`config.mk`:
```
export PLATFORM = sky130hd
export DESIGN_NAME = verdict_monitor
export DESIGN_NICKNAME = d
export VERILOG_FILES = /design/src/rtl/verdict_monitor.sv
export SDC_FILE = /design/constraint.sdc
export NUM_CORES = 1
export LEC_CHECK = 0
export CORE_MARGIN = 2
export CORE_UTILIZATION = 48
export CTS_BUF_LIST = sky130_fd_sc_hd__clkbuf_16
export CTS_CLUSTER_DIAMETER = 60
export DETAILED_ROUTE_END_ITERATION = 12
export GPL_TIMING_DRIVEN = 0
export PLACE_DENSITY = 0.78
export REMOVE_ABC_BUFFERS = 1
export SLEW_MARGIN = 20
export SYNTH_ARGS = -nofsm -noshare
export SYNTH_HDL_FRONTEND = slang
export SYNTH_SLANG_ARGS = --single-unit
```
`constraint.sdc`:
```
create_clock -name clk -period 2.7 [get_ports clk]
set_input_delay 0.81 -clock clk [delete_from_list [all_inputs] [get_ports clk]]
set_output_delay 0.81 -clock clk [all_outputs]
set_load 0.02 [all_outputs]
```
`src/rtl/verdict_monitor.sv`:
```
// Host-side checker for the anomaly-detector verdict stream: classifies UART bytes,
// tracks outstanding samples, counts outcomes and flags timeouts and anomaly runs.
module verdict_monitor #(
    parameter int ALARM_RUN = 3,
    parameter int TIMEOUT   = 20000,
    parameter int CNT_W     = 16
) (
    input  logic             clk,
    input  logic             rst,
    input  logic [7:0]       rx_data,
    input  logic             rx_valid,
    input  logic             sample_sent,
    input  logic             clr,
    output logic             verdict_valid,
    output logic             verdict_anom,
    output logic             verdict_err,
    output logic [CNT_W-1:0] normal_cnt,
    output logic [CNT_W-1:0] anomaly_cnt,
    output logic [CNT_W-1:0] error_cnt,
    output logic [7:0]       run_len,
    output logic [3:0]       pending,
    output logic             alarm,
    output logic             timeout_flag
);

    localparam int TMR_W = $clog2(TIMEOUT);
    localparam logic [TMR_W-1:0] TMR_LAST = TMR_W'(TIMEOUT - 1);

    typedef enum logic {IDLE, WAIT} state_t;

    state_t           state_reg, state_next;
    logic [TMR_W-1:0] timer_reg, timer_next;
    logic [3:0]       pending_reg, pending_next;
    logic [7:0]       run_len_reg, run_len_next;
    logic             alarm_reg, timeout_flag_reg;
    logic             verdict_valid_reg, verdict_anom_reg, verdict_err_reg;
    logic [CNT_W-1:0] cnt_reg [3];
    logic [2:0]       cnt_inc;

    logic consume, unsol, is_norm, is_anom, expire, overflow;

    always_comb begin
        consume  = rx_valid && (pending_reg != 4'd0);
        unsol    = rx_valid && (pending_reg == 4'd0);
        is_norm  = (rx_data == 8'h01);
        is_anom  = (rx_data == 8'hFF);
        // Any strobe restarts the timer, so expiry only fires on a fully quiet cycle.
        expire   = (state_reg == WAIT) && (timer_reg == TMR_LAST) && !rx_valid && !sample_sent;
        overflow = sample_sent && !consume && (pending_reg == 4'hF);

        pending_next = pending_reg;
        if (expire)
            pending_next = 4'd0;
        else if (sample_sent && !consume && pending_reg != 4'hF)
            pending_next = pending_reg + 4'd1;
        else if (!sample_sent && consume)
            pending_next = pending_reg - 4'd1;

        timer_next = '0;
        if (state_reg == WAIT && !rx_valid && !sample_sent && !expire)
            timer_next = timer_reg + TMR_W'(1);

        state_next = (pending_next != 4'd0) ? WAIT : IDLE;

        run_len_next = run_len_reg;
        if (consume) begin
            if (is_anom)
                run_len_next = (run_len_reg == 8'hFF) ? 8'hFF : run_len_reg + 8'd1;
            else
                run_len_next = 8'd0;
        end

        cnt_inc[0] = consume && is_norm;
        cnt_inc[1] = consume && is_anom;
        cnt_inc[2] = unsol || (consume && !is_norm && !is_anom) || expire || overflow;
    end

    always_ff @(posedge clk or negedge rst) begin
        if (!rst) begin
            state_reg         <= IDLE;
            timer_reg         <= '0;
            pending_reg       <= 4'd0;
            run_len_reg       <= 8'd0;
            alarm_reg         <= 1'b0;
            timeout_flag_reg  <= 1'b0;
            verdict_valid_reg <= 1'b0;
            verdict_anom_reg  <= 1'b0;
            verdict_err_reg   <= 1'b0;
        end else begin
            state_reg         <= state_next;
            timer_reg         <= timer_next;
            pending_reg       <= pending_next;
            verdict_valid_reg <= rx_valid;
            verdict_anom_reg  <= consume && is_anom;
            verdict_err_reg   <= unsol || (consume && !is_norm && !is_anom);
            if (clr) begin
                run_len_reg      <= 8'd0;
                alarm_reg        <= 1'b0;
                timeout_flag_reg <= 1'b0;
            end else begin
                run_len_reg      <= run_len_next;
                alarm_reg        <= alarm_reg || (run_len_next >= 8'(ALARM_RUN));
                timeout_flag_reg <= timeout_flag_reg || expire;
            end
        end
    end

    // Statistics counters: 0 = normal, 1 = anomaly, 2 = error; all saturate.
    genvar gi;
    generate
        for (gi = 0; gi < 3; gi++) begin : g_cnt
            always_ff @(posedge clk or negedge rst) begin
                if (!rst)
                    cnt_reg[gi] <= '0;
                else if (clr)
                    cnt_reg[gi] <= '0;
                else if (cnt_inc[gi] && cnt_reg[gi] != {CNT_W{1'b1}})
                    cnt_reg[gi] <= cnt_reg[gi] + CNT_W'(1);
            end
        end
    endgenerate

    assign verdict_valid = verdict_valid_reg;
    assign verdict_anom  = verdict_anom_reg;
    assign verdict_err   = verdict_err_reg;
    assign normal_cnt    = cnt_reg[0];
    assign anomaly_cnt   = cnt_reg[1];
    assign error_cnt     = cnt_reg[2];
    assign run_len       = run_len_reg;
    assign pending       = pending_reg;
    assign alarm         = alarm_reg;
    assign timeout_flag  = timeout_flag_reg;

endmodule

```
==> flow_summary.rst, run 1 <==
.. list-table::
   :header-rows: 1

   * - Metric
     - Value
   * - Outcome
     - finished, violations left
   * - Violations in the final reports
     - negative setup slack
   * - Layout cells sized above 1
     - 11.44%
   * - Cell with the most instances after synthesis
     - sky130_fd_sc_hd__dfrtp_1
   * - Initial standard-cell utilization of the core
     - 49.13%
   * - Area enclosed by the die boundary
     - a little under 0.01 mm^2
   * - Part of the Yosys area used for sequential elements
     - 47.77%
   * - Standby leakage power
     - 2.237 nW
   * - Maximum clock frequency
     - 355.9 MHz
   * - Largest net degree at the start of global routing
     - 45
   * - Global-route wire length before repair
     - roughly 17000 um
   * - Post-route design area
     - ~0.0057 mm^2
   * - DRC violation total after the first TritonRoute iteration
     - 176
   * - Number of clock sinks
     - 81
   * - Flop and latch count out of synthesis
     - 81
   * - CTS Buffer Depth
     - 2
   * - Min-delay worst type
     - input port to async pin
   * - Via count of the first global-routing pass
     - between 3000 and 4000
   * - DRC Markers
     - 0
   * - Proportion of synthesized flip-flops having asynchronous set or reset
     - 100.0%
   * - Yosys top cell area share
     - about 48%
   * - Clock input transition at the sequential cells of the worst setup and hold paths
     - 0.06 ns
   * - Cell Area, Synth
     - 0.004243 mm^2
   * - Area after detailed placement
     - 0.005121 mm^2
   * - Number of buffers created by CTS
     - 9
   * - Length of routed met2 wiring
     - 5044 um
   * - Sum of routed wire length over all layers
     - 10140 um
   * - Slew Limit Fails
     - 0
   * - Source-to-sink clock delay at the later pin of the worst-skew pair
     - 0.33 ns
   * - Biggest area contributors in the synthesized netlist
     - sky130_fd_sc_hd__dfrtp_1 48%, sky130_fd_sc_hd__nor2_1 6.2%, sky130_fd_sc_hd__xor2_1 4.3%
   * - Area inside the core boundary
     - 0.008636 mm^2
   * - Vertical die dimension
     - 98.02 um
   * - Number of input and output port buffers inserted
     - 77
   * - Data arrival at the endpoint of the critical path
     - 3.07 ns
   * - Number of maximum-capacitance violations
     - 0
   * - Setup repair after global routing missed its margin
     - true
   * - Worst clock skew on the final layout
     - 0.005181 ns
   * - Area growth from synthesis to layout
     - 33.59%
   * - Average size of a mapped cell
     - roughly 9 um^2
   * - Worst endpoint required time
     - 2.96 ns
   * - Distinct cell type count after synthesis
     - 45
   * - Synth top cells by count
     - 81 x sky130_fd_sc_hd__dfrtp_1, 70 x sky130_fd_sc_hd__nor2_1, 29 x sky130_fd_sc_hd__nand2_1, 27 x sky130_fd_sc_hd__nand3_1, 24 x sky130_fd_sc_hd__a21oi_1
   * - I/O pin total
     - 78
   * - CTS tree
     - done
   * - Final #Nets
     - 558
   * - Filler instances
     - 693
   * - Setup CP Type
     - input port to register
   * - Final hold violations
     - 0
   * - Maximum level of the CTS H-tree
     - 3
   * - Kind of capture point of the worst setup path
     - register
   * - PnR worst setup slack
     - -0.1102 ns
   * - Number of warning messages in the yosys log
     - 0
   * - Routed vias
     - 3761
   * - Wire length per cell after detailed routing
     - 15.60 um
   * - Slew HR
     - 54.18%
   * - Number of core rows
     - 34
   * - GRT Util Overall
     - a little over a fifth
   * - Worst-case register-to-register setup slack
     - 0.16 ns
   * - Period Utilization, post-route
     - 104.1%
   * - EDFF count, synth
     - 0
   * - Grt ovf
     - 0
   * - Cell type with the highest aggregate area in the netlist
     - sky130_fd_sc_hd__dfrtp_1
   * - DIE WIDTH
     - 98.02 um
   * - CP Max Fanout
     - 7
   * - Routed length on met3
     - 563 um
   * - Setup crit start kind
     - input port
   * - Time the worst path needs with I/O delays and setup
     - 2.810 ns
   * - Antenna violations before repair
     - 0
   * - Transition time of the tightest slew-check pin
     - 0.6810 ns
   * - Syn Inst Count
     - 458
   * - Weighted congestion at the end of routability-driven global placement
     - 0.8874
   * - Cell area power density
     - 521.2 mW/mm^2
   * - Clk root buf
     - sky130_fd_sc_hd__clkbuf_16
   * - Maximum VDD drop
     - approximately 0.47 mV
   * - Antenna-violating nets left
     - 0
   * - Minimum setup slack after placement
     - -1.099 ns
   * - Final Setup Violations
     - 13
   * - N_diodes
     - 0
   * - Detailed-route wire length on metal 1
     - 4359 um
   * - Final HPWL from detailed placement
     - 6715 um
   * - Number of detailed-routing iterations run before antenna repair
     - 4
   * - Highest signal layer in the routed design
     - met4
   * - Most common flop cell mapped by yosys
     - sky130_fd_sc_hd__dfrtp_1
   * - Via-per-instance ratio
     - 5.786
==> repair_timing <==
item | 4_1_cts | 5_1_grt
resized for setup | 35 | 15
hold buffers | 0 | 0
cloned | 2 | 0
endpoints found under the setup margin | 49 | 38
buffers inserted | 3 | 2
pin swaps | 11 | 3
==> metrics by stage <==
step	hold WS (ns)	utilization (%)	total power, W	std cells	TNS (ns)
detailed placement	0.4805	59.30	0.001752	628	-39.80
finish	0.4774	65.63	0.002954	650	-0.8643
global route	0.5242	65.63	0.003092	650	-1.632
global placement	0.4798	58.74	0.001731	625	-219.74
floorplan	0.4553	-	0.001557	440	-4.157
CTS	0.4888	64.75	0.002962	648	-0.4197
==> routing by layer <==
| metal | track usage, % | vias up |
|---|---|---|
| met3 | 4.510 | 20 |
| met1 | 28.34 | 1835 |
| met4 | 7.479 | 0 |
| met5 | 0 | - |
| li1 | - | 1792 |
| met2 | 36.93 | 114 |
==> worst paths after layout <==
check / startpoint / end / cells after the start
max in group asynchronous: rst / timer_reg[14] / 2
setup / recovery: rx_valid / error_cnt[7] / 7
setup reg to reg: error_cnt[3] / error_cnt[6] / 7
min in group clk: timer_reg[0] / timer_reg[0] / 1
hold / removal: rst / run_len[6] / 1
hold reg to reg: timer_reg[0] / timer_reg[0] / 1
==> layout by cell type (no fill, tap or decap), types with 13 or more instances in the layout <==
cell type,Yosys,final
sky130_fd_sc_hd__nor3_1,15,14
sky130_fd_sc_hd__nand4_1,13,13
sky130_fd_sc_hd__nand2_1,29,29
sky130_fd_sc_hd__a21oi_1,24,20
sky130_fd_sc_hd__nor2_1,70,70
sky130_fd_sc_hd__dfrtp_1,81,81
sky130_fd_sc_hd__inv_1,16,16
sky130_fd_sc_hd__xor2_1,21,21
sky130_fd_sc_hd__nand3_1,27,27
sky130_fd_sc_hd__clkdlybuf4s50_1,0,73
sky130_fd_sc_hd__xnor2_1,20,20
==> final cells by class <==
class                           count  area, um^2  share of cell area (%)
Clock buffer                        9       225.2                   3.974
Inverter                           16       60.06                   1.060
Timing Repair Buffer               85       865.8                   15.28
Clock inverter                      6       60.06                   1.060
Sequential cell                    81        2027                   35.76
Tap cell                          108       135.1                   2.384
Multi-Input combinational cell    345        2295                   40.49
==> worst max-delay path, stage by stage <==
cell and delay [ns]:
sky130_fd_sc_hd__buf_8 0.10, sky130_fd_sc_hd__or3b_4 0.39, sky130_fd_sc_hd__or4_4 0.43, sky130_fd_sc_hd__or3_4 0.42, sky130_fd_sc_hd__o211a_2 0.21, sky130_fd_sc_hd__or4_1 0.53
sky130_fd_sc_hd__a21oi_1 0.17
==> power by group <==
part,internal (W),leakage [nW],switching (W)
combinational,0.000194,0.997,0.000254
clock,0.000704,0.129,0.000477
sequential,0.00126,1.11,0.0000655
==> cell families (layout without fill, tap and decap cells) <==
group	after synthesis	in the layout	share of synthesized area [%]
simple gates	223	223	26.98
flops	81	81	47.77
compound gates	64	66	9.466
xor+xnor	41	41	8.464
buf+inv	34	116	3.214
mux	8	8	2.035
fa+ha+maj	7	7	2.064
No activity file was read; power rests on OpenSTA's default activity.
==> run 2, diff against run 1 <==
--- a/config.mk
+++ b/config.mk
@@ -6,12 +6,13 @@
 export NUM_CORES = 1
 export LEC_CHECK = 0
 export CORE_MARGIN = 2
-export CORE_UTILIZATION = 48
+export CORE_UTILIZATION = 53
 export CTS_BUF_LIST = sky130_fd_sc_hd__clkbuf_16
 export CTS_CLUSTER_DIAMETER = 60
 export DETAILED_ROUTE_END_ITERATION = 12
+export GPL_ROUTABILITY_DRIVEN = 0
 export GPL_TIMING_DRIVEN = 0
-export PLACE_DENSITY = 0.78
+export PLACE_DENSITY = 0.82
 export REMOVE_ABC_BUFFERS = 1
 export SLEW_MARGIN = 20
 export SYNTH_ARGS = -nofsm -noshare
==> constraint.sdc (replaced) <==
create_clock -name clk -period 2.8 [get_ports clk]
set_input_delay 0.84 -clock clk [delete_from_list [all_inputs] [get_ports clk]]
set_output_delay 0.84 -clock clk [all_outputs]
set_load 0.02 [all_outputs]
==> run 2 against run 1 <==
The flow still finishes with violations (negative setup slack). Routed wire length increased by 8.9%. Register-to-register slack worse by 0.03 ns. Highest routed layer unchanged. Die area down 9.1%. Largest cell class unchanged. First-iteration DRC count is 65% higher. Clock-buffer cell count did not move. Clock power about the same. Sequential power is 3% lower.
==> flow_summary.rst, run 2 (synthesized netlist as in run 1, its figures left out) <==
.. list-table::
   :header-rows: 1

   * - Metric
     - Value
   * - Maximum level of the CTS H-tree
     - 3 (unchanged)
   * - Start point of the critical path
     - rx_valid
   * - Combined area of the multi-input logic cells
     - 0.002300 mm^2 (+0.22%)
   * - Number of maximum-capacitance violations
     - 0 (unchanged)
   * - DRC violation total after the first TritonRoute iteration
     - 290 (+65%)
   * - Standby leakage power
     - 2.236 nW (about the same)
   * - CTS Buffer Depth
     - 2 (unchanged)
   * - Worst clock skew on the final layout
     - 0.009102 ns (+0.003922 ns)
   * - Share of total power in combinational logic
     - 14.7% (-0.5 points)
   * - Setup repair after global routing missed its margin
     - true
   * - Number of input and output port buffers inserted
     - 77 (unchanged)
   * - Via count of the first global-routing pass
     - 3709 (unchanged)
   * - Data arrival at the endpoint of the critical path
     - 3.14 ns (+0.07 ns)
   * - Kind of capture point of the worst setup path
     - register
   * - Power Total
     - 0.002913 W (-1.4%)
   * - Area enclosed by the die boundary
     - 0.008737 mm^2 (-9.1%)
   * - Grt ovf
     - 0 (unchanged)
   * - Worst endpoint required time
     - 3.06 ns (+0.10 ns)
   * - Maximum clock frequency
     - 347.0 MHz
   * - Core Util, Final
     - 73.40% (+7.8 points)
   * - Reg area
     - 0.002027 mm^2 (unchanged)
   * - Final hold violations
     - 0 (unchanged)
   * - Period Utilization, post-route
     - 102.9%
   * - Sequential share of power
     - 43.9% (-0.9 points)
   * - Relative contribution of the clock network to total power
     - 41.4% (+1.4 points)
   * - Clock input transition at the sequential cells of the worst setup and hold paths
     - 0.06 ns (about the same)
   * - Global-route wire length before repair
     - 18050 um (+3.4%)
   * - Sum of routed wire length over all layers
     - 11040 um (+8.9%)
   * - Minimum setup slack after placement
     - -1.077 ns (+0.02228 ns)
   * - Internal power
     - 0.002165 W (+0.32%)
   * - Transition time of the tightest slew-check pin
     - 0.5923 ns (-0.08869 ns)
   * - Leading cell types in the layout, fill and taps excluded
     - 81 x sky130_fd_sc_hd__dfrtp_1, 73 x sky130_fd_sc_hd__clkdlybuf4s50_1, 70 x sky130_fd_sc_hd__nor2_1
   * - Post-route design area
     - 0.005672 mm^2 (about the same)
   * - Cell area power density
     - 513.6 mW/mm^2 (-1.5%)
   * - Hold buffer count at CTS
     - 0 (unchanged)
   * - Wire length per cell after detailed routing
     - 17.20 um (+10%)
   * - Maximum VDD drop
     - 0.5594 mV (+20%)
   * - Largest net degree at the start of global routing
     - 47 (+4.4%)
   * - Switching Fraction
     - 25.69% (-1.3 points)
   * - R2R cell count
     - 8 (+1)
   * - N_diodes
     - 0 (unchanged)
   * - Number of core rows
     - 32 (-5.9%)
   * - Number of buffers created by CTS
     - 9 (unchanged)
   * - Outcome
     - finished, violations left
   * - Net switching component of the power
     - 0.0007482 W (-6.0%)
   * - Clk root buf
     - sky130_fd_sc_hd__clkbuf_16
   * - Number of clock sinks
     - 81 (unchanged)
   * - I/O pin total
     - 78 (unchanged)
   * - CP Max Fanout
     - 6 (-1)
   * - Initial standard-cell utilization of the core
     - 54.91% (+5.8 points)
   * - Time the worst path needs with I/O delays and setup
     - between 2 and 3 ns
   * - Most common library cell in the layout ignoring fill and taps
     - sky130_fd_sc_hd__dfrtp_1
   * - Routed vias
     - 3891 (+3.5%)
   * - Via-per-instance ratio
     - 6.061 (+4.7%)
   * - Area inside the core boundary
     - 0.007727 mm^2 (-11%)
   * - Source-to-sink clock delay at the later pin of the worst-skew pair
     - 0.33 ns (about the same)
   * - Final HPWL from detailed placement
     - 6595 um (-1.8%)
   * - PnR worst setup slack
     - -0.08191 ns (+0.02826 ns)
   * - CTS tree
     - done
   * - Setup crit start kind
     - input port
   * - Vertical die dimension
     - 93.47 um (-4.6%)
   * - Violations in the final reports
     - negative setup slack
   * - Layout cells sized above 1
     - 12.59% (+1.2 points)
   * - DRC Markers
     - 0 (unchanged)
   * - Antenna violations before repair
     - 0 (unchanged)
   * - Setup CP Type
     - input port to register
   * - Worst hold slack
     - 0.4809 ns (+0.003551 ns)
   * - Area growth from synthesis to layout
     - 33.68% (about the same)
   * - Number of detailed-routing iterations run before antenna repair
     - 5 (+1)
   * - DIE WIDTH
     - 93.47 um (-4.6%)
   * - Filler instances
     - 502 (-28%)
   * - Launching point of the worst reg2reg path
     - pending[0]
   * - Slew HR
     - 60.30% (+6.1 points)
   * - Area after detailed placement
     - 0.005121 mm^2 (unchanged)
   * - Antenna-violating nets left
     - 0 (unchanged)
   * - Min-delay worst type
     - input port to async pin
   * - Final #Nets
     - 557 (-0.18%)
   * - Slew Limit Fails
     - 0 (unchanged)
   * - GRT Util Overall
     - 26.00% (+4.1 points)
   * - Final Setup Violations
     - 6 (-7)
## run 2: path summary, 6_finish.rpt
kind | endpoint | slack, ns
setup / recovery | error_cnt[4] | -0.08
hold / removal | run_len[6] | 0.48
setup reg to reg | state_reg | 0.13
hold reg to reg | timeout_flag | 0.52
max in group asynchronous | anomaly_cnt[11] | 1.73
min in group clk | timeout_flag | 0.52
## run 2: final cells by class
cell class              count  area share, %
clock buffers               9          3.971
clock inverters             5          1.302
inverters                  16          1.059
multi-input cells         345          40.55
flip-flops and latches     81          35.74
well taps                 102          2.250
repair buffers             84          15.13
## run 2: critical path, cell delays in order
cell and delay [ns]:
sky130_fd_sc_hd__buf_8 0.10, sky130_fd_sc_hd__or3b_4 0.39, sky130_fd_sc_hd__or4_4 0.43, sky130_fd_sc_hd__or3_4 0.43, sky130_fd_sc_hd__o211a_4 0.19, sky130_fd_sc_hd__buf_4 0.14, sky130_fd_sc_hd__or4_4 0.50, sky130_fd_sc_hd__a21oi_2 0.12
## run 2: stage by stage
step / TNS [ns] / cells
after floorplan: -3.005 / 440
after global placement: -203.63 / 619
final: -0.3398 / 642
after global routing: -0.6977 / 642
after detailed placement: -32.88 / 622
after CTS: -0.0005556 / 640
## run 2: power groups by stage
stage	registers, W	clock network [W]	logic (W)
after floorplan	0.00132	0	0.000180
after global placement	0.00129	0	0.000376
after detailed placement	0.00129	0	0.000392
after CTS	0.00127	0.00121	0.000414
after global routing	0.00128	0.00128	0.000464
final	0.00128	0.00121	0.000428
## run 2: timing repair
item,4_1_cts,5_1_grt
gates cloned,2,0
endpoints found under the setup margin,45,41
pin swaps,10,6
hold endpoints to repair,0,0
resized for setup,26,23
buffers inserted,2,2
## run 2: per-layer routing
| layer | vias up | wire length [um] | track usage (%) |
|---|---|---|---|
| met5 | - | 0 | 0 |
| met4 | 0 | 301 | 9.191 |
| met3 | 35 | 560 | 4.835 |
| met2 | 163 | 5566 | 42.45 |
| met1 | 1896 | 4615 | 34.80 |
| li1 | 1797 | - | - |
